**config.mk**
```make
export PLATFORM = sky130hd
export DESIGN_NAME = exhaustive_vector_gen_flat
export DESIGN_NICKNAME = d
export VERILOG_FILES = /design/src/rtl/evg_pkg.sv /design/src/rtl/exhaustive_vector_gen_if.sv /design/src/rtl/evg_misr.sv /design/src/rtl/exhaustive_vector_gen.sv /design/src/flat_wrapper.sv
export SDC_FILE = /design/constraint.sdc
export NUM_CORES = 1
export LEC_CHECK = 0
export CAP_MARGIN = 20
export CORE_MARGIN = 4
export CORE_UTILIZATION = 49
export DETAILED_ROUTE_END_ITERATION = 10
export MAX_ROUTING_LAYER = met4
export PLACE_DENSITY_LB_ADDON = 0.12
export SYNTH_ARGS = -nofsm -noshare
export SYNTH_HDL_FRONTEND = slang
export SYNTH_HIERARCHICAL = 1
export SYNTH_SLANG_ARGS = --single-unit
```
**constraint.sdc**
```tcl
create_clock -name clk -period 2.1 [get_ports clk]
set_input_delay 0.315 -clock clk [delete_from_list [all_inputs] [get_ports clk]]
set_output_delay 0.315 -clock clk [all_outputs]
set_load 0.1 [all_outputs]
```
**src/rtl/evg_pkg.sv**
```systemverilog
// evg_pkg: shared types and helpers for the exhaustive vector generator.
//   state_t   - sequencer states (IDLE, DRIVE, DONE)
//   MODE_BIN  - binary sweep order
//   MODE_GRAY - Gray-code sweep order
//   bin2gray  - binary to reflected Gray code (up to 16 bits)
package evg_pkg;

  typedef enum logic [1:0] {
    IDLE  = 2'd0,
    DRIVE = 2'd1,
    DONE  = 2'd2
  } state_t;

  localparam logic MODE_BIN  = 1'b0;
  localparam logic MODE_GRAY = 1'b0 + 1'b1;

  function automatic logic [15:0] bin2gray(input logic [15:0] b);
    return b ^ (b >> 1);
  endfunction

endpackage

```
**src/rtl/exhaustive_vector_gen_if.sv**
```systemverilog
// exhaustive_vector_gen_if: control, stimulus and response bundle of the
// exhaustive vector generator.
//   start, abort, mode   - sweep control from the host
//   resp_in              - response of the combinational DUT to vec_out
//   vec_out, vec_idx     - current stimulus vector and its ordinal
//   vec_valid            - qualifies vec_out/vec_idx
//   busy, done           - sweep status
//   signature            - MISR contents
// Handshake: vec_valid is high exactly while vec_out/vec_idx carry a sweep
// vector. There is no ready: the DUT is combinational and has no say in
// pacing; its response is sampled on the last cycle of each hold window.
// start is a one-cycle request accepted only in IDLE/DONE; abort always wins.
// Modports: master = generator side, slave = host/DUT side.
interface exhaustive_vector_gen_if #(
  parameter int N_IN  = 3,
  parameter int N_OUT = 1,
  parameter int SIG_W = 16
);
  logic             start;
  logic             abort;
  logic             mode;
  logic [N_OUT-1:0] resp_in;
  logic [N_IN-1:0]  vec_out;
  logic             vec_valid;
  logic [N_IN-1:0]  vec_idx;
  logic             busy;
  logic             done;
  logic [SIG_W-1:0] signature;

  modport master (
    input  start, abort, mode, resp_in,
    output vec_out, vec_valid, vec_idx, busy, done, signature
  );

  modport slave (
    output start, abort, mode, resp_in,
    input  vec_out, vec_valid, vec_idx, busy, done, signature
  );
endinterface

```
**src/rtl/evg_misr.sv**
```systemverilog
// evg_misr: Galois-style multiple-input signature register.
//   clk, rst_n - clock and async active-low reset (loads SIG_SEED)
//   clear      - synchronous reload of SIG_SEED (wins over en)
//   en         - fold din into the signature this edge
//   din        - response word, zero-extended to SIG_W
//   sig        - current signature
module evg_misr #(
  parameter int               SIG_W    = 16,
  parameter int               N_IN_W   = 1,
  parameter logic [SIG_W-1:0] POLY     = SIG_W'(16'h1021),
  parameter logic [SIG_W-1:0] SIG_SEED = '0
) (
  input  logic              clk,
  input  logic              rst_n,
  input  logic              clear,
  input  logic              en,
  input  logic [N_IN_W-1:0] din,
  output logic [SIG_W-1:0]  sig
);

  logic [SIG_W-1:0] fb;
  logic [SIG_W-1:0] din_ext;
  logic [SIG_W-1:0] sig_next;

  always_comb begin
    fb       = sig[SIG_W-1] ? POLY : '0;
    din_ext  = SIG_W'(din);
    sig_next = (sig << 1) ^ fb ^ din_ext;
  end

  always_ff @(posedge clk or negedge rst_n) begin
    if (!rst_n) begin
      sig <= SIG_SEED;
    end else if (clear) begin
      sig <= SIG_SEED;
    end else if (en) begin
      sig <= sig_next;
    end
  end

endmodule

```
**src/rtl/exhaustive_vector_gen.sv**
```systemverilog
// exhaustive_vector_gen: walks all 2^N_IN input vectors in binary or Gray
// order, holding each for HOLD cycles, and compacts the DUT response sampled
// at the end of every hold window into a MISR signature.
//   clk, rst_n - clock and async active-low reset
//   bus        - exhaustive_vector_gen_if master modport (control, stimulus,
//                response, status, signature)
//   state_dbg  - current sequencer state, for observation only
module exhaustive_vector_gen
  import evg_pkg::*;
#(
  parameter int               N_IN     = 3,
  parameter int               N_OUT    = 1,
  parameter int               HOLD     = 20,
  parameter int               SIG_W    = 16,
  parameter logic [SIG_W-1:0] POLY     = SIG_W'(16'h1021),
  parameter logic [SIG_W-1:0] SIG_SEED = '0
) (
  input  logic                    clk,
  input  logic                    rst_n,
  exhaustive_vector_gen_if.master bus,
  output state_t                  state_dbg
);

  localparam int HOLD_W = (HOLD > 1) ? $clog2(HOLD) : 1;
  localparam logic [HOLD_W-1:0] HOLD_LAST = HOLD_W'(HOLD - 1);
  localparam logic [HOLD_W-1:0] HOLD_ONE  = HOLD_W'(1);
  localparam logic [N_IN-1:0]   IDX_LAST  = {N_IN{1'b1}};
  localparam logic [N_IN-1:0]   IDX_ONE   = N_IN'(1);

  state_t            state;
  logic [HOLD_W-1:0] hold_cnt;
  logic [N_IN-1:0]   vec_idx;
  logic [N_IN-1:0]   vec_out;
  logic              mode_q;
  logic              busy;
  logic              vec_valid;
  logic              done;
  logic              hold_end;
  logic              accept;
  logic [N_IN-1:0]   idx_next;

  function automatic logic [N_IN-1:0] enc(input logic [N_IN-1:0] i,
                                          input logic m);
    logic [15:0] g;
    g = bin2gray(16'(i));
    return (m == MODE_GRAY) ? g[N_IN-1:0] : i;
  endfunction

  always_comb begin
    hold_end = (state == DRIVE) && !bus.abort && (hold_cnt == HOLD_LAST);
    accept   = (state != DRIVE) && bus.start && !bus.abort;
    idx_next = vec_idx + IDX_ONE;
  end

  always_ff @(posedge clk or negedge rst_n) begin
    if (!rst_n) begin
      state     <= IDLE;
      hold_cnt  <= '0;
      vec_idx   <= '0;
      vec_out   <= '0;
      mode_q    <= MODE_BIN;
      busy      <= 1'b0;
      vec_valid <= 1'b0;
      done      <= 1'b0;
    end else begin
      case (state)
        IDLE, DONE: begin
          if (bus.abort) begin
            state <= IDLE;
            done  <= 1'b0;
          end else if (bus.start) begin
            state     <= DRIVE;
            busy      <= 1'b1;
            vec_valid <= 1'b1;
            done      <= 1'b0;
            vec_idx   <= '0;
            vec_out   <= enc('0, bus.mode);
            hold_cnt  <= '0;
            mode_q    <= bus.mode;
          end
        end
        DRIVE: begin
          if (bus.abort) begin
            // Stimulus and partial signature are left as they were.
            state     <= IDLE;
            busy      <= 1'b0;
            vec_valid <= 1'b0;
            done      <= 1'b0;
          end else if (hold_cnt == HOLD_LAST) begin
            if (vec_idx != IDX_LAST) begin
              vec_idx  <= idx_next;
              vec_out  <= enc(idx_next, mode_q);
              hold_cnt <= '0;
            end else begin
              // Terminal vector: no wrap, the sweep ends here.
              state     <= DONE;
              busy      <= 1'b0;
              vec_valid <= 1'b0;
              done      <= 1'b1;
            end
          end else begin
            hold_cnt <= hold_cnt + HOLD_ONE;
          end
        end
        default: state <= IDLE;
      endcase
    end
  end

  // The MISR update for the last window shares its edge with DONE entry.
  evg_misr #(
    .SIG_W   (SIG_W),
    .N_IN_W  (N_OUT),
    .POLY    (POLY),
    .SIG_SEED(SIG_SEED)
  ) u_misr (
    .clk  (clk),
    .rst_n(rst_n),
    .clear(accept),
    .en   (hold_end),
    .din  (bus.resp_in),
    .sig  (bus.signature)
  );

  assign bus.vec_out   = vec_out;
  assign bus.vec_idx   = vec_idx;
  assign bus.vec_valid = vec_valid;
  assign bus.busy      = busy;
  assign bus.done      = done;
  assign state_dbg     = state;

endmodule

```
**src/flat_wrapper.sv**
```systemverilog
// flat-port wrapper written by rule: the top's interface ports become plain ports
module exhaustive_vector_gen_flat import evg_pkg::*;
#(
  parameter int               N_IN     = 3,
  parameter int               N_OUT    = 1,
  parameter int               HOLD     = 20,
  parameter int               SIG_W    = 16,
  parameter logic [SIG_W-1:0] POLY     = SIG_W'(16'h1021),
  parameter logic [SIG_W-1:0] SIG_SEED = '0
)
  (clk, rst_n, state_dbg, bus_start, bus_abort, bus_mode, bus_resp_in, bus_vec_out, bus_vec_valid, bus_vec_idx, bus_busy, bus_done, bus_signature);
  exhaustive_vector_gen_if #(.N_IN(N_IN), .N_OUT(N_OUT), .SIG_W(SIG_W)) bus_i ();
  input  logic clk;
  input  logic rst_n;
  output state_t state_dbg;
  input wire logic [$bits(bus_i.start)-1:0] bus_start;
  input wire logic [$bits(bus_i.abort)-1:0] bus_abort;
  input wire logic [$bits(bus_i.mode)-1:0] bus_mode;
  input wire logic [$bits(bus_i.resp_in)-1:0] bus_resp_in;
  output wire logic [$bits(bus_i.vec_out)-1:0] bus_vec_out;
  output wire logic [$bits(bus_i.vec_valid)-1:0] bus_vec_valid;
  output wire logic [$bits(bus_i.vec_idx)-1:0] bus_vec_idx;
  output wire logic [$bits(bus_i.busy)-1:0] bus_busy;
  output wire logic [$bits(bus_i.done)-1:0] bus_done;
  output wire logic [$bits(bus_i.signature)-1:0] bus_signature;
  assign bus_i.start = bus_start;
  assign bus_i.abort = bus_abort;
  assign bus_i.mode = bus_mode;
  assign bus_i.resp_in = bus_resp_in;
  assign bus_vec_out = bus_i.vec_out;
  assign bus_vec_valid = bus_i.vec_valid;
  assign bus_vec_idx = bus_i.vec_idx;
  assign bus_busy = bus_i.busy;
  assign bus_done = bus_i.done;
  assign bus_signature = bus_i.signature;
  exhaustive_vector_gen #(.N_IN(N_IN), .N_OUT(N_OUT), .HOLD(HOLD), .SIG_W(SIG_W), .POLY(POLY), .SIG_SEED(SIG_SEED)) u_core (.clk(clk), .rst_n(rst_n), .bus(bus_i), .state_dbg(state_dbg));
endmodule
```
; After elaboration in Yosys (flattened, before gate mapping)
; Index checks and enable logic that the tools add are counted.
; W data, S select, Z words.
[word_totals]
ff_bits = 32
input_bits = 6
out_inout_bits = 27
wordCells = 81
[classes]
n_addsub = 2
eq_ne = 14
muxes = 38
n_bitwise = 4
reduce_logical = 15
[op_table]
columns = cell, count
row1 = $mux W16, 2
row2 = $mux W3, 9
row3 = $mux W5, 5
row4 = $xor A16 B1 Y16, 1
row5 = $xor A16 B16 Y16, 1
row6 = $ne A3 B3 Y1 const B, 5
row7 = $mux W13, 1
row8 = $pmux W3 S2, 2
row9 = $mux W1, 10
row10 = $mux W2, 5
row11 = $ne A2 B2 Y1 const B, 5
row12 = $pmux W5 S2, 1
row13 = $reduce_and A5 Y1, 2
row14 = $reduce_and A3 Y1, 2
row15 = $reduce_and A6 Y1, 1
row16 = $add A5 B1 Y5 const B, 1
row17 = $eq A5 B5 Y1 const B, 1
row18 = $logic_and A1 B1 Y1, 4
row19 = $pmux W1 S2, 2
row20 = $pmux W2 S2, 1
row21 = $reduce_and A4 Y1, 1
row22 = $reduce_bool A2 Y1, 2
row23 = $add A3 B1 Y3 const B, 1
row24 = $xor A3 B2 Y3, 1
row25 = other kinds (7), 7

; Depth between registers and ports, before layout
; Gate-level depths: netlist of the first run.
[depth]
depth_word = 7
mapped_depth = 7
mapped_depth_nobuf = 6

; Cells and area by module
; The synthesis of the first run kept the hierarchy.
[modules_own_cells]
columns = module, instances, cells_each, area_per_inst_um2, seq_area_each_um2
row1 = exhaustive_vector_gen, 1, 80, 787.0, 375.4
row2 = evg_misr, 1, 55, 700.7, 400.4

; Worst setup path before layout of the first run
; Ideal clock, no wire load.
[synth_timing]
path_kind = register to register
from = reg u_core.state[0] (netlist: u_core/state_dbg[0])
to = reg u_core.u_misr.sig[6]
setup_time_ns = 0.123
t_arrival_ns = 2.219
t_required_ns = 1.977
slack_ns = -0.241
path_stages_with_launch = 8
n_path_buf = 3
period_less_slack_ns = 2.341
cell_sequence = dfrtp_1 > or3b_1 > buf_2 > nor2_1 > buf_6 > buf_12 > mux2i_1 > nor2_1
[synth_between]
elab_chain_cells = 4
word_cells_on_any_way = 8
cone_classes = eq/ne (2) / mux (1) / reduce/logical (5)
[synth_lines]
columns = element, line_no
row1 = "start, declared", exhaustive_vector_gen.sv:30  ; state_t state;
row2 = "start signal, assigned", exhaustive_vector_gen.sv:57  ; state <= IDLE;
row3 = "start signal, assigned", exhaustive_vector_gen.sv:69  ; state <= IDLE;
row4 = "start signal, assigned", exhaustive_vector_gen.sv:72  ; state <= DRIVE;
row5 = $eq A2 B1 Y1, exhaustive_vector_gen.sv:50  ; hold_end = (state == DRIVE) && !bus.abort && (hold_cnt == HOLD_LAST);
row6 = $logic_and A1 B1 Y1 (2 in series), exhaustive_vector_gen.sv:50
row7 = named net u_core.hold_end, exhaustive_vector_gen.sv:38  ; logic hold_end;
row8 = $reduce_bool A2 Y1 (no source line), --
row9 = "end signal, assigned", evg_misr.sv:37  ; sig <= sig_next;
row10 = "end, declared", evg_misr.sv:18  ; output logic [SIG_W-1:0] sig
; The timed path passes the listed nets, and every way through them passes these cells.
; A chain may end at the register's enable or synchronous reset.

; Worst setup path in the final report of the first run
[layout_timing]
from = reg u_core.state[1] (netlist: u_core/state_dbg[1])
to = reg u_core.u_misr.sig[1]
; Same word-level chain as after synthesis.

==> metrics.csv, run 1 <==
stage,metric,value,unit
outcome,status,"finished, final reports clean",
detailed_routing,vias_per_cell,5.33,
detailed_routing,dr_total_vias,1072,
floorplan,start_util,0.526,
finish,antennaDiodeCount,0,
sta,setup_viol,0,
sta,worst_hold_slack,0.370,ns
floorplan,fp.dieW,63.1,um
cts,cts_tree,yes,
sta,rsz0062_at_grt,no,
worst_setup_path,r2r_cells,5,
cts,ctsRootBufferMaster,clkbuf_4,
floorplan,io-pin-count,33,
floorplan,die_h,63.1,um
worst_setup_path,path_max_fanout,20,
sta,relSlewSlack,0.746,
logic_synthesis,yosysTopAreaCell,dfrtp_1,
worst_setup_path,crit_type,reg -> reg,
pwr,p_leak,0.000874,uW
global_route,grt_max_degree,32,
floorplan,rows,19,
pwr,vdd_drop_max,0.594,mV
worst_setup_path,start_kind,register,
run,drv_cap,0,
detailed_routing,route.detailed.drc,0,
logic_synthesis,synthDistinctLibCells,34,
finish,register_area,778,sq um
detailed_routing,final_antenna_net_count,0,
cts,cts_num_sinks,31,
logic_synthesis,synth.top_cell.area_share,0.521,
cts,cts_setup_buffers,0,
logic_synthesis,yosys_warnings,6,
logic_synthesis,syn_nets,144,
detailed_routing,drt_wl_total,2670,um
cts,cts_buffers,5,
floorplan,core,2830,sq um
detailed_routing,first_iter_violations,54,
worst_setup_path,worst_setup_path_end_kind,register,
floorplan,dieArea,3980,sq um
placement,hpwl,1910,um
finish,multi_input_area,638,sq um
pwr,p_per_area,716,nW/um^2
global_route,grt_use_total,0.156,
cts,clkTransAtPathRegs,0.10,ns
cts,clockBufferDepth,2,
cts,post_cts_resized,0,
cts,postCtsHoldBufs,0,
placement,gp_congestion,0.800,
sta,hold_viol_final,0,
logic_synthesis,ys_top_cells_by_area,"dfrtp_1 (52%), mux2i_1 (10%), nor2_1 (5.0%)",
sta,fin_ws,0.413,ns
cts,h-tree-depth,2,
worst_setup_path,crit_required,2.31,ns
logic_synthesis,ys_ff_latch,31,
placement,numPortBuffers,32,
finish,num-fill-cells,215,
finish,layout_common_cells,"buf_4 (29), dfrtp_1 (29), nor2_1 (19), mux2i_1 (15), nand2_1 (13)",
finish,drive_above_1_share,0.300,
logic_synthesis,seq_area_frac_synth,0.521,
sta,slew_viol_final,0,
hold_path,hp-class,in -> async,
finish,area_delta_synth_final,23.7,%
sta,fmax,593,MHz
worst_setup_path,cp.arrival,1.90,ns
finish,layout.nets,178,
cts,clk_latency,0.33,ns
sta,fin_crit,1.69,ns
placement,dp_slack,0.0659,ns
sta,fin_crit_sh,0.804,
sta,finalSetupTns,0,ns
sta,skew,0.00777,ns
global_route,antenna_found_initial,0,
logic_synthesis,syn_area,1490,sq um
global_route,grt-ovfl-total,0,
global_route,grt_pass1_wl,4800,um
detailed_routing,wl_per_cell,13.3,um
logic_synthesis,syn-instance-count,135,
global_route,grt_pass1_vias,1088,
detailed_routing,firstDrtPassIters,5,
sta,tightest_slew,0.381,ns
logic_synthesis,synth.avg_cell_area,11.0,sq um
==> flip-flops by register name, summed over array words and instances (netlist names) <==
name / flops
u_core/bus.done: 1
u_core/bus.vec_idx: 3
u_core/bus.vec_out: 2
u_core/bus.vec_valid: 1
u_core/hold_cnt: 5
u_core/mode_q: 1
u_core/state_dbg: 2
u_core/u_misr/sig: 16
==> Yosys cell counts <==
library cell	number
buf_4	2
ha_1	3
a31o_2	1
nor2_1	20
mux2i_1	15
a22oi_1	1
nand4b_1	1
and4bb_2	1
inv_1	3
a211oi_2	3
o21ai_0	6
nor2b_1	1
dfrtp_1	31
a21oi_1	2
o31ai_1	1
buf_12	1
buf_2	2
nand2_1	13
or3b_1	1
a22o_1	3
xnor2_1	5
o21ai_1	3
clkbuf_1	1
buf_6	1
nand4bb_1	1
nand3b_1	1
mux2_2	1
or2_2	1
clkbuf_2	1
nand3_1	3
nor2_2	2
nand2b_1	1
and2b_1	2
nor3_4	1
==> critical path, cell delays in order (launching register included) <==
cell,delay (ns)
dfrtp_2,0.45
or3b_1,0.50
nor2_2,0.17
buf_12,0.19
mux2i_1,0.20
nor2_1,0.06
==> metal layers <==
| layer | wire length [um] | vias to the layer above | global-route usage |
|---|---|---|---|
| met5 | 0 | - | - |
| met4 | 50 | 0 | 0.0744 |
| met3 | 143 | 7 | 0.0426 |
| met2 | 1360 | 30 | 0.256 |
| met1 | 1120 | 505 | 0.178 |
| li1 | - | 530 | - |
==> final timing paths <==
| check | from | endpoint | slack (ns) |
|---|---|---|---|
| worst max-delay path | u_core/state_dbg[1] | u_core/u_misr/sig[1] | 0.41 |
| worst min-delay path | rst_n | u_core/u_misr/sig[3] | 0.37 |
| worst max register to register | u_core/state_dbg[1] | u_core/u_misr/sig[1] | 0.41 |
| worst min register to register | u_core/hold_cnt[0] | u_core/hold_cnt[0] | 0.50 |
| max in group asynchronous | rst_n | u_core/state_dbg[0] | 1.42 |
| min in group clk | u_core/hold_cnt[0] | u_core/hold_cnt[0] | 0.50 |
==> cell families after synthesis <==
| logic type | count (synthesis) | synth area share |
|---|---|---|
| buffers and inverters | 11 | 0.0513 |
| multiplexers | 16 | 0.108 |
| AND/OR/NAND/NOR | 49 | 0.168 |
| XOR/XNOR | 5 | 0.0294 |
| flip-flops | 31 | 0.521 |
| adder cells (fa/ha/maj) | 3 | 0.0252 |
| AO/OA/AOI/OAI | 20 | 0.0959 |
==> power breakdown <==
part           switching, uW  internal (uW)
sequential              29.2            626
combinational            125           59.6
clock                    198            281
total                    352            966
==> final cells by class <==
cell class / instances / area share
Multi-Input combinational cell: 93 / 0.347
Sequential cell: 31 / 0.423
Tap cell: 31 / 0.0211
Timing Repair Buffer: 35 / 0.156
Clock inverter: 2 / 0.0190
Inverter: 3 / 0.00612
Clock buffer: 6 / 0.0279
==> metrics by stage <==
step / power [uW] / instances / cell area, sq um / util
3_5_place_dp: 852 / 193 / 1750 / 0.620
2_1_floorplan: 801 / 135 / 1490 / -
3_3_place_gp: 848 / 193 / 1750 / 0.620
6_report: 1320 / 201 / 1840 / 0.651
5_1_grt: 1390 / 201 / 1840 / 0.651
4_1_cts: 1330 / 201 / 1840 / 0.651
Power figures use the tool's default switching activity.
==> run 2, diff against run 1 <==
==> constraint.sdc (replaced) <==
create_clock -name clk -period 1.57 [get_ports clk]
set_input_delay 0.2355 -clock clk [delete_from_list [all_inputs] [get_ports clk]]
set_output_delay 0.2355 -clock clk [all_outputs]
set_load 0.1 [all_outputs]
==> metrics.csv, run 2 (synthesis gave the netlist of run 1 again) <==
stage,metric,value,unit,change
cts,postCtsHoldBufs,0,,unchanged
finish,layout_common_cells,"buf_12 (28), dfrtp_1 (25), buf_4 (24), nor2_1 (18), mux2i_1 (15)",,
worst_setup_path,path_cells,"or3b_4, nor2_4, buf_12, mux2i_1, nor2_1",,
floorplan,start_util,0.526,,unchanged
pwr,p_leak,0.00106,uW,+21%
placement,gp_congestion,0.796,,-0.45%
placement,numPortBuffers,32,,unchanged
floorplan,io-pin-count,33,,unchanged
run,drv_cap,0,,unchanged
finish,reg_top3,"u_core/u_misr/sig x16, u_core/hold_cnt x5, u_core/bus.vec_idx x3",,
finish,fin_cells,225,,+12%
sta,slew_viol_final,0,,unchanged
outcome,failed_checks,setup timing,,
cts,cts_tree,yes,,
detailed_routing,vias_per_cell,5.52,,+3.4%
outcome,status,"complete, but fails checks",,
sta,fmax,626,MHz,+5.6%
sta,fin_crit,1.60,ns,-0.0891 ns
floorplan,rows,19,,unchanged
worst_setup_path,cp_slowest_cell,dfrtp_4,,
worst_setup_path,worst_setup_path_end_kind,register,,
sta,setup_viol,2,,+2
placement,dp.cells,211,,+9.3%
sta,relSlewSlack,0.736,,-0.0101
worst_setup_path,crit_buf_inv,1,,unchanged
sta,fin_crit_sh,1.02,,+0.214
sta,rsz0062_at_grt,yes,,
finish,register_area,793,sq um,+1.9%
worst_setup_path,crit_required,1.80,ns,-0.51 ns
finish,antennaDiodeCount,0,,unchanged
floorplan,core,2830,sq um,unchanged
cts,cts_buffers,5,,unchanged
pwr,finalPower,1820,uW,+38%
floorplan,dieArea,3980,sq um,unchanged
finish,final_common_cell,buf_12,,
placement,hpwl,2540,um,+33%
pwr,vdd_drop_max,0.712,mV,+20%
sta,hold_viol_final,0,,unchanged
detailed_routing,final_antenna_net_count,0,,unchanged
detailed_routing,drt_wl_total,3790,um,+42%
detailed_routing,wl_per_cell,16.9,um,+27%
worst_setup_path,path_max_fanout,19,,-5.0%
cts,cts_num_sinks,31,,unchanged
sta,fin_ws,-0.0283,ns,-0.441 ns
sta,skew,0.00843,ns,+0.000661 ns
detailed_routing,route.detailed.drc,0,,unchanged
cts,h-tree-depth,2,,unchanged
cts,ctsRootBufferMaster,clkbuf_4,,
cts,clkTransAtPathRegs,0.10,ns,about the same
detailed_routing,firstDrtPassIters,4,,-1
finish,drive_above_1_share,0.443,,+0.143
worst_setup_path,critPathTopFamily,simple AND/OR/NAND/NOR gates,,
worst_setup_path,start_kind,register,,
sta,worst_hold_slack,0.292,ns,-0.0786 ns
global_route,grt_use_total,0.190,,+0.0334
global_route,grt_pass1_vias,1259,,+16%
global_route,antenna_found_initial,0,,unchanged
global_route,grt-ovfl-total,0,,unchanged
hold_path,hp-class,in -> async,,
cts,clk_latency,0.34,ns,about the same
finish,multi_input_area,708,sq um,+11%
finish,largest_reg_flops,16,,unchanged
worst_setup_path,crit_type,reg -> reg,,
floorplan,fp.dieW,63.1,um,unchanged
floorplan,die_h,63.1,um,unchanged
sta,finalSetupTns,-0.0433,ns,-0.0433 ns
cts,clockBufferDepth,2,,unchanged
finish,top_register,u_core/u_misr/sig,,
finish,area_delta_synth_final,63.2,%,
detailed_routing,dr_total_vias,1241,,+16%
global_route,grt_max_degree,32,,unchanged
placement,dp_slack,-0.337,ns,-0.403 ns
global_route,grt_pass1_wl,5750,um,+20%
finish,num-fill-cells,149,,-31%
detailed_routing,first_iter_violations,55,,+1.9%
worst_setup_path,cp.arrival,1.83,ns,-0.07 ns
worst_setup_path,crit_path_max_incr_delay,0.48,ns,-0.02 ns
finish,layout.nets,202,,+13%
sta,tightest_slew,0.396,ns,+0.0151 ns
pwr,p_per_area,748,nW/um^2,+4.4%
-- run 2: cell types whose count changed in the layout (fill, tap and decap cells not counted), moves of 2 or more --
cell     delta
buf_12     +27
dfrtp_4     +4
ha_1        -3
buf_4       -5
ha_4        +3
dfrtp_1     -4
o21ai_0     -2
-- run 2: area by class of cell --
cell class                 count  area share
inverter                       3     0.00464
timing repair buffer          59       0.332
multi-input combinational     93       0.292
sequential                    31       0.327
clock buffer                   8      0.0284
tap                           31      0.0160
-- run 2: what timing repair did --
item	4_1_cts	5_1_grt
buffers inserted	3	2
gates cloned	0	1
pin swaps	2	1
resized for setup	4	6
endpoints found under the setup margin	20	25
-- run 2: path summary, 6_finish.rpt --
path                                      from                   end  slack, ns  cells past startpoint
min in group clk                      bus_mode         u_core/mode_q       0.53                      2
setup / recovery           u_core/state_dbg[1]  u_core/u_misr/sig[4]      -0.03                      5
hold / removal                           rst_n  u_core/u_misr/sig[1]       0.29                      2
hold reg to reg             u_core/hold_cnt[3]    u_core/hold_cnt[3]       0.59                      2
setup reg to reg           u_core/state_dbg[1]  u_core/u_misr/sig[4]      -0.03                      5
max in group asynchronous                rst_n   u_core/state_dbg[1]       0.96                      2
-- run 2: layer usage --
metal / part of all wire / vias to the layer above / global-route usage
met1: 0.37 / 591 / 0.201
met3: 0.062 / 14 / 0.0551
li1: - / 575 / -
met4: 0.030 / 0 / 0.0854
met2: 0.54 / 61 / 0.327
met5: 0 / - / -
-- run 2: power breakdown --
group | internal (uW) | leakage [uW] | switching, uW | total [uW]
Clock | 263 | 0.0000386 | 270 | 533
Sequential | 839 | 0.000414 | 40.6 | 879
Combinational | 188 | 0.000605 | 215 | 403
Total | 1290 | 0.00106 | 525 | 1820
-- run 2: metrics by stage --
step / area [sq um] / utilization
detailed placement: 2260 / 0.800
finish: 2430 / 0.858
global route: 2430 / 0.858
global placement: 2260 / 0.800
CTS: 2360 / 0.835
floorplan: 1530 / -
==> run 3, diff against run 2 <==
--- a/config.mk
+++ b/config.mk
@@ -7,7 +7,7 @@
 export LEC_CHECK = 0
 export CAP_MARGIN = 20
 export CORE_MARGIN = 4
-export CORE_UTILIZATION = 49
+export CORE_UTILIZATION = 45
 export DETAILED_ROUTE_END_ITERATION = 10
 export MAX_ROUTING_LAYER = met4
 export PLACE_DENSITY_LB_ADDON = 0.12
==> metrics.csv, run 3 (synthesis gave the netlist of run 1 again) <==
stage,metric,value,unit,change
detailed_routing,drt_wl_total,3300,um,-13%
finish,reg_top3,"u_core/u_misr/sig x16, u_core/hold_cnt x5, u_core/bus.vec_idx x3",,
sta,fmax,627,MHz,+0.16%
cts,cts_tree,yes,,
floorplan,core,3100,sq um,+9.7%
placement,dp_slack,-0.254,ns,+0.0831 ns
worst_setup_path,cp.arrival,1.81,ns,-0.02 ns
finish,drive_above_1_share,0.412,,-0.0315
worst_setup_path,path_max_fanout,20,,+1
worst_setup_path,start_kind,register,,
sta,tightest_slew,0.397,ns,+0.00160 ns
finish,num-fill-cells,230,,+54%
global_route,grt-ovfl-total,0,,unchanged
finish,register_area,793,sq um,unchanged
finish,layout_common_cells,"buf_12 (28), dfrtp_1 (25), buf_4 (18), nor2_1 (18), mux2i_1 (14)",,
global_route,antenna_found_initial,0,,unchanged
cts,postCtsHoldBufs,0,,unchanged
global_route,grt_use_total,0.183,,-0.00660
placement,hpwl,2360,um,-7.2%
pwr,swShare,0.293,,+0.00337
detailed_routing,vias_per_cell,4.98,,-9.7%
sta,hold_viol_final,0,,unchanged
sta,slew_viol_final,0,,unchanged
sta,fin_crit_sh,1.02,,-0.00167
sta,rsz0062_at_grt,yes,,
pwr,finalPower,1730,uW,-4.6%
finish,multi_input_area,683,sq um,-3.5%
sta,skew,0.0145,ns,+0.00603 ns
pwr,vdd_drop_max,0.641,mV,-10%
floorplan,io-pin-count,33,,unchanged
worst_setup_path,worst_setup_path_end_kind,register,,
cts,cts_buffers,5,,unchanged
cts,ctsRootBufferMaster,clkbuf_4,,
cts,cts_num_sinks,31,,unchanged
cts,h-tree-depth,2,,unchanged
detailed_routing,route.met3.wl,149,um,-37%
finish,area_delta_synth_final,58.6,%,
global_route,grt_max_degree,32,,unchanged
detailed_routing,final_antenna_net_count,0,,unchanged
placement,dp.cells,223,,+5.7%
detailed_routing,route.detailed.drc,0,,unchanged
placement,numPortBuffers,32,,unchanged
detailed_routing,dr_total_vias,1151,,-7.3%
detailed_routing,met2WireLength,1630,um,-20%
global_route,grt_pass1_vias,1212,,-3.7%
run,drv_cap,0,,unchanged
worst_setup_path,r2r-end,u_core/u_misr/sig[8],,
pwr,p_comb_frac,0.217,,-0.005
worst_setup_path,crit_required,1.79,ns,about the same
outcome,status,"complete, but fails checks",,
cts,clockBufferDepth,2,,unchanged
detailed_routing,first_iter_violations,73,,+33%
worst_setup_path,crit_type,reg -> reg,,
hold_path,hp-class,in -> async,,
finish,final_common_cell,buf_12,,
detailed_routing,top_layer_used,met4,,
floorplan,die_h,65.5,um,+3.8%
pwr,p_per_area,734,nW/um^2,-1.8%
finish,top_register,u_core/u_misr/sig,,
worst_setup_path,r2r_cells,5,,unchanged
floorplan,fp.dieW,65.5,um,+3.8%
cts,cts_setup_buffers,0,,-3
finish,layout.nets,195,,-3.5%
pwr,clkPwrFrac,0.280,,-0.014
detailed_routing,drt-met1-wl,1480,um,+5.0%
pwr,p_leak,0.00102,uW,-3.8%
global_route,grt_pass1_wl,5770,um,+0.37%
pwr,internal_power,1230,uW,-5.0%
sta,fin_ws,-0.0257,ns,+0.00262 ns
finish,antennaDiodeCount,0,,unchanged
finish,largest_reg_flops,16,,unchanged
floorplan,dieArea,4290,sq um,+7.7%
cts,clkTransAtPathRegs,0.10,ns,about the same
outcome,failed_checks,setup timing,,
detailed_routing,firstDrtPassIters,6,,+2
pwr,seq_power_share,0.503,,+0.019
placement,gp_congestion,0.816,,+2.6%
sta,setup_viol,3,,+1
pwr,switchingPower,507,uW,-3.5%
detailed_routing,wl_per_cell,14.3,um,-15%
floorplan,start_util,0.479,,-0.0464
sta,relSlewSlack,0.735,,-0.00107
floorplan,rows,20,,+1
cts,clk_latency,0.33,ns,about the same
worst_setup_path,r2r-start,u_core/state_dbg[1],,
sta,fin_crit,1.60,ns,-0.00262 ns
finish,fin_cells,231,,+2.7%
worst_setup_path,reg2reg_slack,-0.03,ns,about the same
sta,worst_hold_slack,0.286,ns,-0.00558 ns
## run 3: layout make-up
type | count | area share
Sequential cell | 31 | 0.336
Timing Repair Buffer | 52 | 0.321
Multi-Input combinational cell | 93 | 0.290
Clock buffer | 7 | 0.0233
Tap cell | 44 | 0.0233
Inverter | 3 | 0.00477
Clock inverter | 1 | 0.00212
## run 3: metrics by stage
step / TNS [ns] / util / area (sq um)
final: -0.0433 / 0.760 / 2360
after detailed placement: -5.56 / 0.732 / 2270
after CTS: -0.00355 / 0.753 / 2340
after global routing: -1.11 / 0.760 / 2360
after floorplan: -3.99 / - / 1530
after global placement: -4.72 / 0.732 / 2270
## run 3: worst max-delay path by stage
| stage | cells past startpoint | start | end | slack [ns] |
|---|---|---|---|---|
| floorplan | 7 | u_core/state_dbg[1] | u_core/u_misr/sig[6] | -0.31 |
| global placement | 6 | bus_abort | u_core/bus.vec_idx[0] | -0.22 |
| detailed placement | 6 | bus_abort | u_core/u_misr/sig[13] | -0.25 |
| CTS | 5 | u_core/state_dbg[1] | u_core/u_misr/sig[8] | -0.004 |
| global route | 5 | u_core/state_dbg[1] | u_core/u_misr/sig[4] | -0.1 |
| finish | 5 | u_core/state_dbg[1] | u_core/u_misr/sig[8] | -0.03 |
## run 3: per-layer routing
layer / track usage / vias to the layer above
met5: - / -
met3: 0.0598 / 6
met2: 0.268 / 35
li1: - / 564
met1: 0.240 / 546
met4: 0.0622 / 0
## run 3: what timing repair did
action,CTS,global route
pin swaps,0,1
cloned,0,0
gates resized for setup,2,4
setup endpoints to repair,10,23
## run 3: power by group through the flow
| stage | sequential (uW) | clock [uW] | combinational (uW) |
|---|---|---|---|
| floorplan | 937 | 0 | 140 |
| global route | 877 | 542 | 408 |
| finish | 871 | 486 | 376 |
| CTS | 870 | 499 | 369 |
| detailed placement | 885 | 0 | 366 |
| global placement | 882 | 0 | 356 |
## run 3: critical path, stage by stage, from the launching register on
cell,delay [ns]
dfrtp_4,0.48
or3b_4,0.40
nor2_4,0.13
buf_12,0.19
mux2i_2,0.23
nor2_1,0.05
